--- config.mk ---
export PLATFORM = sky130hd
export DESIGN_NAME = reg_file_sb
export DESIGN_NICKNAME = d
export VERILOG_FILES = /design/src/rtl/reg_file_sb.sv
export SDC_FILE = /design/constraint.sdc
export NUM_CORES = 2
export LEC_CHECK = 0
export CORE_MARGIN = 2
export CORE_UTILIZATION = 40
export DETAILED_ROUTE_END_ITERATION = 7
export GPL_TIMING_DRIVEN = 0
export PLACE_DENSITY = 0.63
export SLEW_MARGIN = 25
export SYNTH_ARGS = -nofsm -noshare
export SYNTH_HDL_FRONTEND = slang
export SYNTH_SLANG_ARGS = --single-unit
--- constraint.sdc ---
create_clock -name clk -period 10.6 [get_ports clk]
set_input_delay 1.59 -clock clk [delete_from_list [all_inputs] [get_ports clk]]
set_output_delay 1.59 -clock clk [all_outputs]
set_load 0.01 [all_outputs]
--- src/rtl/reg_file_sb.sv ---
// Register file with a per-register pending-write scoreboard for issue stall (RAW/WAW).
// Optional same-cycle write-back bypass on the read ports: define REG_FILE_BYPASS_EN.
module reg_file_sb #(
    parameter int          XLEN    = 32,
    parameter int          ADDR_W  = 5,
    parameter int          SP_IDX  = 2,
    parameter logic [31:0] SP_INIT = 32'h0101_1111
) (
    input  logic              clk,
    input  logic              reset_n,
    input  logic [ADDR_W-1:0] rs1_addr,
    input  logic [ADDR_W-1:0] rs2_addr,
    output logic [XLEN-1:0]   rs1_data,
    output logic [XLEN-1:0]   rs2_data,
    output logic              rs1_busy,
    output logic              rs2_busy,
    input  logic              issue_valid,
    input  logic              issue_we,
    input  logic [ADDR_W-1:0] issue_rd,
    output logic              stall,
    input  logic              wb_valid,
    input  logic [ADDR_W-1:0] wb_rd,
    input  logic [XLEN-1:0]   wb_data,
    input  logic              flush,
    output logic [ADDR_W:0]   pending_cnt
);

    localparam int              NUM_REGS = 2 ** ADDR_W;
    localparam logic [XLEN-1:0] SP_RESET = XLEN'(SP_INIT);

    function automatic logic [NUM_REGS-1:0] onehot(input logic [ADDR_W-1:0] idx);
        onehot = {{(NUM_REGS-1){1'b0}}, 1'b1} << idx;
    endfunction

    logic [XLEN-1:0]     regs_q [NUM_REGS];
    logic [XLEN-1:0]     regs_d [NUM_REGS];
    logic [NUM_REGS-1:0] busy_q;
    logic [NUM_REGS-1:0] busy_d;
    logic [ADDR_W:0]     cnt_q;
    logic [ADDR_W:0]     cnt_d;

    logic [NUM_REGS-1:0] wbclr_s;
    logic [NUM_REGS-1:0] beff_s;
    logic                wb_wr_s;
    logic                set_en_s;
    logic                clr_en_s;
    logic [NUM_REGS-1:0] set_vec_s;
    logic [NUM_REGS-1:0] clr_vec_s;

    assign wb_wr_s   = wb_valid && (wb_rd != {ADDR_W{1'b0}});
    assign wbclr_s   = wb_valid ? onehot(wb_rd) : {NUM_REGS{1'b0}};
    assign beff_s    = busy_q & ~wbclr_s;
    // A write-back only retires a pending mark if one is actually outstanding.
    assign clr_en_s  = wb_wr_s && busy_q[wb_rd];
    assign set_en_s  = issue_valid && !stall && !flush && issue_we && (issue_rd != {ADDR_W{1'b0}});
    assign set_vec_s = set_en_s ? onehot(issue_rd) : {NUM_REGS{1'b0}};
    assign clr_vec_s = clr_en_s ? onehot(wb_rd) : {NUM_REGS{1'b0}};
    assign pending_cnt = cnt_q;

    // Read ports: stored contents (index 0 is never written, so it stays zero).
    always_comb begin
        rs1_data = regs_q[rs1_addr];
        rs2_data = regs_q[rs2_addr];
`ifdef REG_FILE_BYPASS_EN
        if (wb_wr_s && (wb_rd == rs1_addr)) begin
            rs1_data = wb_data;
        end else begin
            rs1_data = regs_q[rs1_addr];
        end
        if (wb_wr_s && (wb_rd == rs2_addr)) begin
            rs2_data = wb_data;
        end else begin
            rs2_data = regs_q[rs2_addr];
        end
`endif
    end

    // Source-operand busy flags and the issue stall decision.
    always_comb begin
`ifdef REG_FILE_BYPASS_EN
        rs1_busy = beff_s[rs1_addr];
        rs2_busy = beff_s[rs2_addr];
`else
        rs1_busy = busy_q[rs1_addr];
        rs2_busy = busy_q[rs2_addr];
`endif
        stall = issue_valid &&
                (rs1_busy || rs2_busy ||
                 (issue_we && (issue_rd != {ADDR_W{1'b0}}) && beff_s[issue_rd]));
    end

    // Register array next state from the write-back port.
    always_comb begin
        regs_d = regs_q;
        if (wb_wr_s) begin
            regs_d[wb_rd] = wb_data;
        end else begin
            regs_d = regs_q;
        end
    end

    // Scoreboard next state: clear then set, so a same-edge set wins.
    always_comb begin
        busy_d = busy_q;
        cnt_d  = cnt_q;
        if (flush) begin
            busy_d = {NUM_REGS{1'b0}};
            cnt_d  = {(ADDR_W+1){1'b0}};
        end else begin
            busy_d = (busy_q & ~clr_vec_s) | set_vec_s;
            case ({set_en_s, clr_en_s})
                2'b10:   cnt_d = cnt_q + {{ADDR_W{1'b0}}, 1'b1};
                2'b01:   cnt_d = cnt_q - {{ADDR_W{1'b0}}, 1'b1};
                default: cnt_d = cnt_q;
            endcase
        end
    end

    // State registers with asynchronous reset; the stack pointer has a non-zero reset value.
    always_ff @(posedge clk or negedge reset_n) begin
        if (!reset_n) begin
            for (int i = 0; i < NUM_REGS; i++) begin
                regs_q[i] <= (i == SP_IDX) ? SP_RESET : {XLEN{1'b0}};
            end
            busy_q <= {NUM_REGS{1'b0}};
            cnt_q  <= {(ADDR_W+1){1'b0}};
        end else begin
            regs_q <= regs_d;
            busy_q <= busy_d;
            cnt_q  <= cnt_d;
        end
    end

endmodule

==> impl_metrics.ini <==
[outcome]
status = complete, no violations

[yosys]
netlist_area_um2 = 56800
ys_seq_area_frac = 0.468
ys_types = 58
synth_top_area_share = 0.466
syn_inst = 3475
synthesis.nets = 3538
ys_ff_latch = 1062
synth_edf_count = 0
synth_warnings = 0
avgSynthCellArea_um2 = 16.3
synthTopCellsByArea = dfrtp_1 47%, mux4_2 26%, mux2_2 21%
synth_ff_type = dfrtp_1
yosysTopAreaCell = dfrtp_1
async_flop_share = 1.00

[worst_setup_path]
crit_path_end_kind = output pin
cp_cell_sequence = buf_2 > buf_1 > clkbuf_1 > clkbuf_1 > mux4_2 > mux4_2 > mux2_2 > clkdlybuf4s50_1
cp_num_buf_inv = 5
cp_top_family = buffers and inverters
critPathRequiredTime_ps = 9010
r2r_setup_slack_ps = 6340
crit_path_start_kind = primary input
worstSetupPathType = primary input to output pin
cp_slowest_stage_delay_ps = 950
path_max_fanout = 10
arrival_ps = 6070
cp_slowest_cell = clkbuf_1

[clock_network]
clock_tree.root_cell = clkbuf_16
cts_setup_buffers = 0
h-tree-depth = 3
cts_buffers = 113
cts_buffer_depth = 3
clk_pin_slew_worst_paths_ps = 60
clk_latency_ps = 760
cts_resized = 0
cts_hold_buffers = 0
clock_sinks = 1062
cts_tree = built

[floorplanning]
initial_core_util = 0.402
core_area_um2 = 141000
die_h_um = 381
die_x_um = 381
rows = 138
floorplan.die_area_um2 = 145000
ios = 131

[placed_design]
port_buffers = 126
pre_cts_ws_ps = 2770
dp_hpwl_um = 129000
placedCellCount = 5508
gp_congestion = 0.898

[timing]
rsz0062_at_grt = false
setup_violations = 0
slew_headroom = 0.208
period_needed_ps = 7660
hold_slack_ps = 477
final.period_utilization = 0.723
tightest_slew_ps = 1190
fmax_ghz = 0.131
slew_viol_final = 0
worst_slack_ps = 2940
clock_skew_ps = 22.0
tns_ps = 0
hold_violations = 0

[cells_and_area]
stdcell_count = 5724
fillers = 12368
syn2layout_area_growth_pct = 14.4
multi_input_area_um2 = 28600
layout-drive-gt1-share = 0.550
utilization = 0.460
final_nets = 3797
register_area_um2 = 26600

[routing]
drt_iter0_drc = 3895
firstDrtPassIters = 8
drc = 0
vias_per_cell = 6.33
wl_per_cell_um = 33.8
wl_um = 193000
num_vias = 36242
postRouteAntennaNets = 0

[global_route]
grt_use_total = 0.267
grt_pass1_vias = 37423
gr-total-overflow = 0
antenna_found_initial = 6
grt_max_degree = 139
grt_pass1_wl_um = 276000

[job]
cap_violations = 0

[power_and_ir_drop]
ir_worst_vdd_mv = 0.129
leakagePower_uw = 0.0270
p_per_area_nw_per_um2 = 188

[worst_hold_path]
min_path_type = flop to flop
[metal layers]
layer  vias to the layer above  track usage  share of wire
met5                         -            0        0.00093
met4                        12        0.125          0.050
met3                       452       0.0679          0.087
met2                      1737        0.410           0.46
met1                     19889        0.356           0.40
li1                      14152            -              -
[worst paths after layout]
| check | start | endpoint | cells after the start |
|---|---|---|---|
| setup / recovery | rs2_addr[1] | rs2_data[31] | 8 |
| hold reg to reg | regs_q[1007] | regs_q[1007] | 1 |
| setup reg to reg | busy_q[1] | pending_cnt[5] | 16 |
| hold / removal | regs_q[1007] | regs_q[1007] | 1 |
| min in group asynchronous | reset_n | pending_cnt[1] | 2 |
| max in group asynchronous | reset_n | regs_q[621] | 4 |
[where the power goes]
part           internal, uW  total, uW  leakage [uW]  switching (uW)
clock network          2430       4210       0.00194            1790
logic                  1640       2670        0.0115            1030
registers              4800       5320        0.0136             522
total                  8860      12200        0.0270            3340
[layout make-up]
| class | count | share of cell area |
|---|---|---|
| sequential | 1062 | 0.410 |
| buffer | 402 | 0.0262 |
| antenna | 1 | 0.0000386 |
| tap | 1890 | 0.0364 |
| clock inverter | 41 | 0.00711 |
| inverter | 18 | 0.00104 |
| multi-input combinational | 1993 | 0.440 |
| timing repair buffer | 144 | 0.0261 |
| clock buffer | 173 | 0.0530 |
[kinds of logic after synthesis]
logic type / synth area share
muxes: 0.474
DFF: 0.468
buffers and inverters: 0.0280
and+or+nand+nor: 0.0159
AOI/OAI and AO/OA: 0.0116
adders and majority gates: 0.00123
xor gates and xnor gates: 0.000750
[cells in the final DEF (no fill, tap or decap), drive strengths merged, types with 16 or more instances in the layout]
master	Yosys	layout
nor2b	16	16
nand2	30	30
nor2	31	31
buf	79	95
dfrtp	1056	1056
clkdlybuf4s50	0	125
o21ai	18	18
inv	16	19
nand2b	16	16
mux4	659	659
mux2	1063	1063
o22ai	23	23
clkbuf	323	499
clkinv	2	29
[through the flow]
step | area, um^2 | power (uW)
after floorplan | 56800 | 7070
after global placement | 60400 | 7960
after detailed placement | 61000 | 8030
after CTS | 64900 | 12200
after global routing | 64900 | 12600
final | 64900 | 12200
[registers in the layout, indices dropped and copies added, names as in the netlist]
register     flops
regs_q        1024
pending_cnt      6
busy_q          32
[synthesized netlist by cell type (4+ instances only)]
| master | number |
|---|---|
| a211oi_1 | 5 |
| a21oi_1 | 7 |
| a22oi_1 | 4 |
| buf_1 | 71 |
| buf_2 | 8 |
| clkbuf_1 | 323 |
| dfrtp_1 | 1056 |
| dfstp_2 | 6 |
| ha_1 | 4 |
| inv_1 | 16 |
| mux2_2 | 1060 |
| mux2i_1 | 9 |
| mux4_2 | 659 |
| nand2_1 | 30 |
| nand2b_1 | 16 |
| nand3_1 | 7 |
| nand3b_1 | 7 |
| nand4b_1 | 4 |
| nor2_1 | 31 |
| nor2b_1 | 16 |
| nor3_1 | 6 |
| nor3b_1 | 5 |
| nor4b_1 | 5 |
| o211ai_1 | 6 |
| o21ai_0 | 18 |
| o22ai_1 | 23 |
| o32ai_1 | 11 |
| or2_2 | 10 |
No activity file was read; power rests on OpenSTA's default activity.
